File: src/rtl/reg32_bank_ctrl_if.sv
// Bus bundle for reg32_bank_ctrl: per-requester write requests with one-hot
// grant, bank-clear handshake and the combinational read port.
interface reg32_bank_ctrl_if #(
  parameter int unsigned NREQ = 4,
  parameter int unsigned NREG = 4
);
  localparam int unsigned AW = $clog2(NREG);

  logic [NREQ-1:0]    req;
  logic [NREQ*AW-1:0] wr_addr;
  logic [NREQ*32-1:0] wr_data;
  logic [NREQ-1:0]    gnt;
  logic               clr_start;
  logic               clr_busy;
  logic [AW-1:0]      rd_addr;
  logic [31:0]        rd_data;

  modport master (
    output req, wr_addr, wr_data, clr_start, rd_addr,
    input  gnt, clr_busy, rd_data
  );

  modport slave (
    input  req, wr_addr, wr_data, clr_start, rd_addr,
    output gnt, clr_busy, rd_data
  );
endinterface

File: src/rtl/reg32_bank_ctrl.sv
// Round-robin write arbiter in front of a bank of 32-bit registers, with a
// sequenced bank-wide clear and a combinational read port.
module reg32_bank_ctrl #(
  parameter int unsigned NREQ = 4,
  parameter int unsigned NREG = 4
) (
  input  logic             clk,
  input  logic             R,
  reg32_bank_ctrl_if.slave bus
);
  localparam int unsigned AW = $clog2(NREG);
  localparam int unsigned IW = $clog2(NREQ);

  typedef enum logic [1:0] {
    S_IDLE  = 2'd0,
    S_ACK   = 2'd1,
    S_CLEAR = 2'd2
  } state_e;

  state_e          r_state, w_state_nxt;
  logic [31:0]     r_regs [NREG];
  logic [NREQ-1:0] r_gnt, w_gnt_nxt;
  logic            r_busy, w_busy_nxt;
  logic            r_pend, w_pend_nxt;
  logic [IW-1:0]   r_last, w_last_nxt;
  logic [AW-1:0]   r_idx, w_idx_nxt;

  logic            w_we;
  logic [AW-1:0]   w_waddr;
  logic [31:0]     w_wdata;
  logic            w_found;
  logic [IW-1:0]   w_win;
  logic [IW-1:0]   w_cand;
  logic [AW-1:0]   w_addr_a [NREQ];
  logic [31:0]     w_data_a [NREQ];

  for (genvar g = 0; g < NREQ; g++) begin : g_unpack
    assign w_addr_a[g] = bus.wr_addr[g*AW +: AW];
    assign w_data_a[g] = bus.wr_data[g*32 +: 32];
  end

  // Round-robin search beginning just after the last winner
  always_comb begin
    w_found = 1'b0;
    w_win   = '0;
    w_cand  = '0;
    for (int unsigned k = 1; k <= NREQ; k++) begin
      w_cand = IW'((32'(r_last) + 32'(k)) % NREQ);
      if (!w_found && bus.req[w_cand]) begin
        w_found = 1'b1;
        w_win   = w_cand;
      end
    end
  end

  always_comb begin
    w_state_nxt = r_state;
    w_gnt_nxt   = '0;
    w_busy_nxt  = 1'b0;
    w_pend_nxt  = r_pend | bus.clr_start;
    w_last_nxt  = r_last;
    w_idx_nxt   = r_idx;
    w_we        = 1'b0;
    w_waddr     = '0;
    w_wdata     = '0;
    case (r_state)
      S_IDLE: begin
        // A pending or same-cycle clear request beats any write request
        if (r_pend || bus.clr_start) begin
          w_state_nxt = S_CLEAR;
          w_pend_nxt  = 1'b0;
          w_idx_nxt   = '0;
          w_busy_nxt  = 1'b1;
        end else if (w_found) begin
          w_we             = 1'b1;
          w_waddr          = w_addr_a[w_win];
          w_wdata          = w_data_a[w_win];
          w_gnt_nxt[w_win] = 1'b1;
          w_last_nxt       = w_win;
          w_state_nxt      = S_ACK;
        end
      end
      S_ACK: begin
        w_state_nxt = S_IDLE;
      end
      S_CLEAR: begin
        w_we    = 1'b1;
        w_waddr = r_idx;
        w_wdata = '0;
        if (r_idx == AW'(NREG - 1)) begin
          w_state_nxt = S_IDLE;
        end else begin
          w_idx_nxt  = r_idx + 1'b1;
          w_busy_nxt = 1'b1;
        end
      end
      default: begin
        w_state_nxt = S_IDLE;
      end
    endcase
  end

  always_ff @(posedge clk or negedge R) begin
    if (!R) begin
      r_state <= S_IDLE;
      r_gnt   <= '0;
      r_busy  <= 1'b0;
      r_pend  <= 1'b0;
      r_last  <= IW'(NREQ - 1);
      r_idx   <= '0;
    end else begin
      r_state <= w_state_nxt;
      r_gnt   <= w_gnt_nxt;
      r_busy  <= w_busy_nxt;
      r_pend  <= w_pend_nxt;
      r_last  <= w_last_nxt;
      r_idx   <= w_idx_nxt;
    end
  end

  always_ff @(posedge clk or negedge R) begin
    if (!R) begin
      for (int unsigned i = 0; i < NREG; i++) begin
        r_regs[i] <= '0;
      end
    end else if (w_we) begin
      r_regs[w_waddr] <= w_wdata;
    end
  end

  assign bus.gnt      = r_gnt;
  assign bus.clr_busy = r_busy;
  assign bus.rd_data  = r_regs[bus.rd_addr];
endmodule

File: src/flat_wrapper.sv
// flat-port wrapper written by rule: the top's interface ports become plain ports
module reg32_bank_ctrl_flat 
#(
  parameter int unsigned NREQ = 4,
  parameter int unsigned NREG = 4
)
  (clk, R, bus_req, bus_wr_addr, bus_wr_data, bus_clr_start, bus_rd_addr, bus_gnt, bus_clr_busy, bus_rd_data);
  reg32_bank_ctrl_if #(.NREQ(NREQ), .NREG(NREG)) bus_i ();
  input  logic clk;
  input  logic R;
  input wire logic [$bits(bus_i.req)-1:0] bus_req;
  input wire logic [$bits(bus_i.wr_addr)-1:0] bus_wr_addr;
  input wire logic [$bits(bus_i.wr_data)-1:0] bus_wr_data;
  input wire logic [$bits(bus_i.clr_start)-1:0] bus_clr_start;
  input wire logic [$bits(bus_i.rd_addr)-1:0] bus_rd_addr;
  output wire logic [$bits(bus_i.gnt)-1:0] bus_gnt;
  output wire logic [$bits(bus_i.clr_busy)-1:0] bus_clr_busy;
  output wire logic [$bits(bus_i.rd_data)-1:0] bus_rd_data;
  assign bus_i.req = bus_req;
  assign bus_i.wr_addr = bus_wr_addr;
  assign bus_i.wr_data = bus_wr_data;
  assign bus_i.clr_start = bus_clr_start;
  assign bus_i.rd_addr = bus_rd_addr;
  assign bus_gnt = bus_i.gnt;
  assign bus_clr_busy = bus_i.clr_busy;
  assign bus_rd_data = bus_i.rd_data;
  reg32_bank_ctrl #(.NREQ(NREQ), .NREG(NREG)) u_core (.clk(clk), .R(R), .bus(bus_i));
endmodule
File: config.mk
export PLATFORM = sky130hd
export DESIGN_NAME = reg32_bank_ctrl_flat
export DESIGN_NICKNAME = d
export VERILOG_FILES = /design/src/rtl/reg32_bank_ctrl_if.sv /design/src/rtl/reg32_bank_ctrl.sv /design/src/flat_wrapper.sv
export SDC_FILE = /design/constraint.sdc
export NUM_CORES = 1
export LEC_CHECK = 0
export CORE_ASPECT_RATIO = 1.25
export CORE_MARGIN = 2
export CORE_UTILIZATION = 33
export DETAILED_ROUTE_END_ITERATION = 7
export GPL_ROUTABILITY_DRIVEN = 0
export GPL_TIMING_DRIVEN = 0
export PLACE_DENSITY = 0.68
export SYNTH_ARGS = -nofsm -noshare
export SYNTH_HDL_FRONTEND = slang
export SYNTH_SLANG_ARGS = --single-unit
File: constraint.sdc
create_clock -name clk -period 3.18 [get_ports clk]
set_input_delay 0.318 -clock clk [delete_from_list [all_inputs] [get_ports clk]]
set_output_delay 0.318 -clock clk [all_outputs]
set_load 0.005 [all_outputs]
Yosys cells after proc, flatten, opt, wreduce, memory -nomap -nowiden
Index checks and enable logic that the tools add are counted.
{ "word_totals": {"ff_bits": 140, "output_inout_bits": 37, "input_bits": 145} }
{ "op_classes": {"n_lt_le_gt_ge": 10, "n_mux": 54, "n_bitwise": 5, "n_addsub": 5, "n_reduce_logical": 14, "n_eq_ne": 6} }
{ "op_table": {"columns": ["cell", "count"], "rows": [
  ["$mux 32", 8],
  ["$bmux 32 s2", 2],
  ["$bwmux 128", 1],
  ["$demux 32 s2", 1],
  ["$mux 2", 13],
  ["$lt 2x3->1 const B", 5],
  ["$mux 1", 15],
  ["$mux 4", 3],
  ["$pmux 2 s2", 3],
  ["$ge 3x3->1 const B", 3],
  ["$not 2->3", 3],
  ["$bmux 1 s2", 4],
  ["$add 2x1->2 const B", 3],
  ["$reduce_and 3->1", 2],
  ["$logic_and 1x1->1", 5],
  ["$add 2x2->2 const B", 2],
  ["$bmux 2 s2", 1],
  ["$eq 2x2->1 const B", 2],
  ["$ne 2x1->1 const B", 2],
  ["$pmux 1 s2", 2],
  ["$logic_not 1->1", 3],
  ["$lt 3x1->1 const B", 1],
  ["$ne 3x1->1 const B", 1],
  ["$demux 1 s2", 1],
  ["8 further kinds", 8]
]} }

Longest topological paths before layout
{ "logic_depth": {"ltp_word": 26, "mapped_depth": 11, "depth_no_buf": 7} }

Worst setup path after synthesis
No wires, ideal clock.
{ "synth_timing": {"kind": "register to register", "startpoint": "reg u_core.r_last[1]", "endpoint": "reg u_core.r_regs[64] (netlist bit)", "slack_ps": 546, "t_arrival_ps": 2509, "path_stages_with_launch": 11, "path_buffers": 3, "t_required_ps": 3055, "cell_sequence": "dfstp_2 -> mux2_4 -> nand2_1 -> o221a_2 -> buf_6 -> buf_12 -> mux2i_1 -> o221ai_2 -> nor3b_4 -> buf_6 -> mux2_4"} }
{ "synth_between": {"elab_chain_cells": 26} }
{ "synth_lines": {"columns": ["item", "line", "text"], "rows": [
  ["start, declared", "reg32_bank_ctrl.sv:25", "logic [IW-1:0] r_last, w_last_nxt;"],
  ["start signal, assigned", "reg32_bank_ctrl.sv:109", "r_last <= IW'(NREQ - 1);"],
  ["start signal, assigned", "reg32_bank_ctrl.sv:116", "r_last <= w_last_nxt;"],
  ["$add 2x1->2", "reg32_bank_ctrl.sv:48", "w_cand = IW'((32'(r_last) + 32'(k)) % NREQ);"],
  ["$bmux 1 s2", "reg32_bank_ctrl.sv:49", "if (!w_found && bus.req[w_cand]) begin"],
  ["$mux 1 (implied by the code)", "reg32_bank_ctrl.sv:49", null],
  ["$mux 1", "reg32_bank_ctrl.sv:49", null],
  ["$logic_not 1->1", "reg32_bank_ctrl.sv:49", null],
  ["$logic_and 1x1->1", "reg32_bank_ctrl.sv:49", null],
  ["$mux 1", "reg32_bank_ctrl.sv:49", null],
  ["$logic_not 1->1", "reg32_bank_ctrl.sv:49", null],
  ["[... 10 more ...]", null, null],
  ["$mux 2", "reg32_bank_ctrl.sv:69", "if (r_pend || bus.clr_start) begin"],
  ["$pmux 2 s2", "reg32_bank_ctrl.sv:66", "case (r_state)"],
  ["$not 2->3 (implied by the code)", "reg32_bank_ctrl.sv:127", "r_regs[w_waddr] <= w_wdata;"],
  ["$ge 3x3->1 (implied by the code) or $lt 3x1->1 (tied branches)", "reg32_bank_ctrl.sv:127", null],
  ["$logic_and 1x1->1 (implied by the code)", "reg32_bank_ctrl.sv:127", null],
  ["$mux 32 (implied by the code)", "reg32_bank_ctrl.sv:127", null],
  ["$demux 32 s2", "reg32_bank_ctrl.sv:127", null],
  ["$bwmux 128", "reg32_bank_ctrl.sv:127", null],
  ["end signal, assigned by index", "reg32_bank_ctrl.sv:127", null],
  ["end, declared", "reg32_bank_ctrl.sv:21", "logic [31:0] r_regs [NREG];"]
]} }
Several ways; a longest one is shown, not always the timed one. The select of a mux whose other input is x is not followed.
A chain may end at the register's enable or synchronous reset.

Worst setup path after layout
{ "layout_timing": {"startpoint": "reg u_core.r_last[1]", "endpoint": "reg u_core.r_regs[111] (netlist bit)"} }
The elaborated chain is that of the path after synthesis.

==> results.py <==
metrics = {
    "floorplanning": {
        "coreArea_mm2": 0.02155,
        "die_width_um": 136.7,
        "chipHeight_um": 169.9,
        "die_area_mm2": 0.02324,
        "number_of_top_level_pins": 182,
        "core.rowCount": 60,
        "starting_density_of_the_core": 0.3373,
    },
    "placement": {
        "hpwl_um": 13300,
        "number_of_cells_in_the_design_after_placement": 908,
        "io_buffer_count": 180,
        "placed_standard_cell_area_mm2": 0.009448,
    },
    "finish": {
        "fin_nets": 797,
        "layout.cells.most_common_list": "clkdlybuf4s50_1 (179), dfrtp_1 (138), mux2_2 (96)",
        "final_area_mm2": 0.01000,
        "mostFrequentLayoutCell": "clkdlybuf4s50_1",
        "fraction_of_layout_instances_using_a_drive_strength_above_1": 0.3695,
        "area_growth_from_synthesis_to_layout_pct": 37.65,
        "count_of_non_filler_cells_in_the_finished_layout": 942,
        "antenna_diode_count": 0,
    },
    "grt": {
        "first_global_vias": 5345,
        "globalRouteOverflowTotal": 0,
        "grt_pass1_wl_um": 28540,
        "gr-usage-all-layers": 0.1636,
        "grt_max_degree": 81,
        "grt_antenna_before_repair": 0,
    },
    "timing": {
        "least_margin_pin_slew_ns": 0.9348,
        "whs_ns": 0.4421,
        "finalMaxSlewViolations": 0,
        "timing_hold_violations_final": 0,
        "rsz0062_at_grt": "no",
        "worst_clock_skew_ns": 0.004924,
        "max_freq_mhz": 332.6,
        "post-route-min-period_ns": 3.007,
        "min_period_over_period": 0.9456,
        "setup_viol": 0,
        "fin_setup_tns_ns": 0,
        "relSlewSlack": 0.3768,
    },
    "clocking": {
        "deepest_level_of_the_cts_h_tree": 4,
        "worst_skew_pair.late_latency_ns": 0.42,
        "cts_root_buf": "clkbuf_16",
        "cts_num_sinks": 140,
        "clkTransAtPathRegs_ns": 0.05,
        "tritoncts_clock_tree": "built",
        "cts_made_buffers": 17,
        "clk_path_buf_depth": 2,
    },
    "routing": {
        "num_vias": 4728,
        "first_iter_violations": 174,
        "wire_length_after_detailed_routing_um": 18180,
        "antenna_left": 0,
        "dr.pass1.iters": 4,
        "wire_per_inst_um": 19.30,
        "post_drt_via_cell_ratio": 5.019,
        "drc_errors_left": 0,
    },
    "synthesis": {
        "synth_top_family_by_area": "multiplexers",
        "synth_xor_area_frac": 0,
        "muxShareOfSynthArea": 0.4207,
        "yosys.area_share.adder": 0.001721,
        "ys_seq_area_frac": 0.4824,
        "yosys_warnings": 0,
        "syn_inst": 448,
        "postSynthRegisterBits": 140,
        "synth-compound-area-share": 0.01584,
        "synth.cell_area_mm2": 0.007268,
        "syn-mean-instance-area_um2": 16.22,
        "post_synth_num_cell_types": 39,
        "syn-num-nets": 594,
        "synthSimpleGateAreaFrac": 0.04786,
    },
    "job": {
        "maxCapViolCount": 0,
    },
    "critical_path": {
        "cp-end-kind": "flop",
        "worstRegToRegCells": 10,
        "worst_ep_required_time_ns": 3.48,
        "worstSetupPathType": "reg2reg",
        "critical_path_peak_fanout": 10,
        "critical_path.startpoint_type": "flop",
        "cp.arrival_ns": 3.30,
    },
    "power": {
        "total_leakage_power_nw": 4.435,
        "power.density_cell_area_mw_per_mm2": 668.7,
        "max_vdd_drop_v": 0.0004365,
    },
    "outcome": {
        "status": "finished clean",
    },
    "min_path": {
        "hold_class": "in2async",
    },
}
cells in the mapped netlist (all sizes together):
cell type / instances / area, um^2
o21ai: 3 / 15.01
o22a: 1 / 8.760
a21oi: 2 / 10.01
a22o: 1 / 8.760
nor3b: 1 / 18.77
mux2i: 4 / 40.04
nor2b: 1 / 6.260
o22ai: 1 / 6.260
nor4: 1 / 6.260
and2: 32 / 200.2
o221ai: 2 / 23.77
ha: 1 / 12.51
nor3: 2 / 21.27
nand2: 11 / 41.29
clkbuf: 10 / 38.78
mux2: 129 / 1569
a211o: 1 / 8.760
buf: 21 / 171.4
mux4: 64 / 1449
nor2: 6 / 22.52
o41ai: 1 / 8.760
nand2b: 5 / 31.28
o221a: 1 / 11.26
inv: 5 / 18.76
dfstp: 2 / 52.55
a31oi: 1 / 6.260
a21boi: 1 / 7.510
dfrtp: 138 / 3453
power breakdown:
group          total, mW  internal (mW)  switching [mW]
combinational       2.71           1.47            1.24
sequential          2.20           2.04           0.153
clock               1.79           1.08           0.706
total               6.69           4.59            2.10
final timing paths:
kind	startpoint	end	slack, ns
worst max-delay path	u_core.r_last[1]	u_core.r_regs[111]	0.17
worst min-delay path	R	u_core.r_regs[104]	0.44
worst max register to register	u_core.r_last[1]	u_core.r_regs[111]	0.17
worst min register to register	u_core.r_regs[101]	u_core.r_regs[101]	0.49
max in group asynchronous	R	u_core.r_regs[22]	1.97
min in group clk	u_core.r_regs[101]	u_core.r_regs[101]	0.49
layer usage:
| layer | vias up | track usage | wire, um |
|---|---|---|---|
| li1 | 2114 | - | - |
| met1 | 2457 | 0.1936 | 7250 |
| met2 | 141 | 0.2935 | 9684 |
| met3 | 16 | 0.03545 | 986 |
| met4 | 0 | 0.05118 | 261 |
| met5 | - | 0 | 0 |
state kept, by name, indices dropped and copies added, names as in the netlist:
register and flops:
u_core.r_last 2, u_core.r_regs 128, u_core.bus.clr_busy 1, u_core.r_idx 2
u_core.r_state 2, u_core.r_pend 1, u_core.bus.gnt 4
critical path, cell delays in order, from the launching register on:
cell and delay, ns:
dfstp_2 0.59, mux2_4 0.31, nand2_1 0.07, o221a_2 0.17, buf_6 0.12, buf_12 0.15, mux2i_1 0.27, o221ai_2 0.18
nor3_4 0.36, buf_4 0.29, mux2_2 0.36
repair_timing:
item / CTS / global route
pin swaps: 0 / 0
setup buffers: 0 / 2
endpoints found under the setup margin: 90 / 12
hold buffers: 1 / 0
hold endpoints to repair: 58 / 0
gates resized for setup: 1 / 0
area by class of cell:
type	count	area (um^2)
inverters	5	18.77
clock buffers	23	457.9
well taps	279	349.1
plain buffers	31	210.2
multi-input cells	272	3537
fillers	1815	11540
clock inverters	8	70.07
repair buffers	184	1856
flip-flops and latches	140	3506
through the flow:
step             util  setup WS, ns  power [mW]
2_1_floorplan       -        0.5460       4.037
3_3_place_gp   0.4372        -3.250       4.889
3_5_place_dp   0.4385       -0.5684       4.968
4_1_cts        0.4636       0.06524       6.772
5_1_grt        0.4643       0.05035       7.025
6_report       0.4643        0.1729       6.690
cell families after synthesis:
family	after synthesis
muxes	197
DFF	140
and+or+nand+nor	59
buffers and inverters	36
AOI/OAI and AO/OA	15
adders and majority gates	1
No activity file was read; power rests on OpenSTA's default activity.
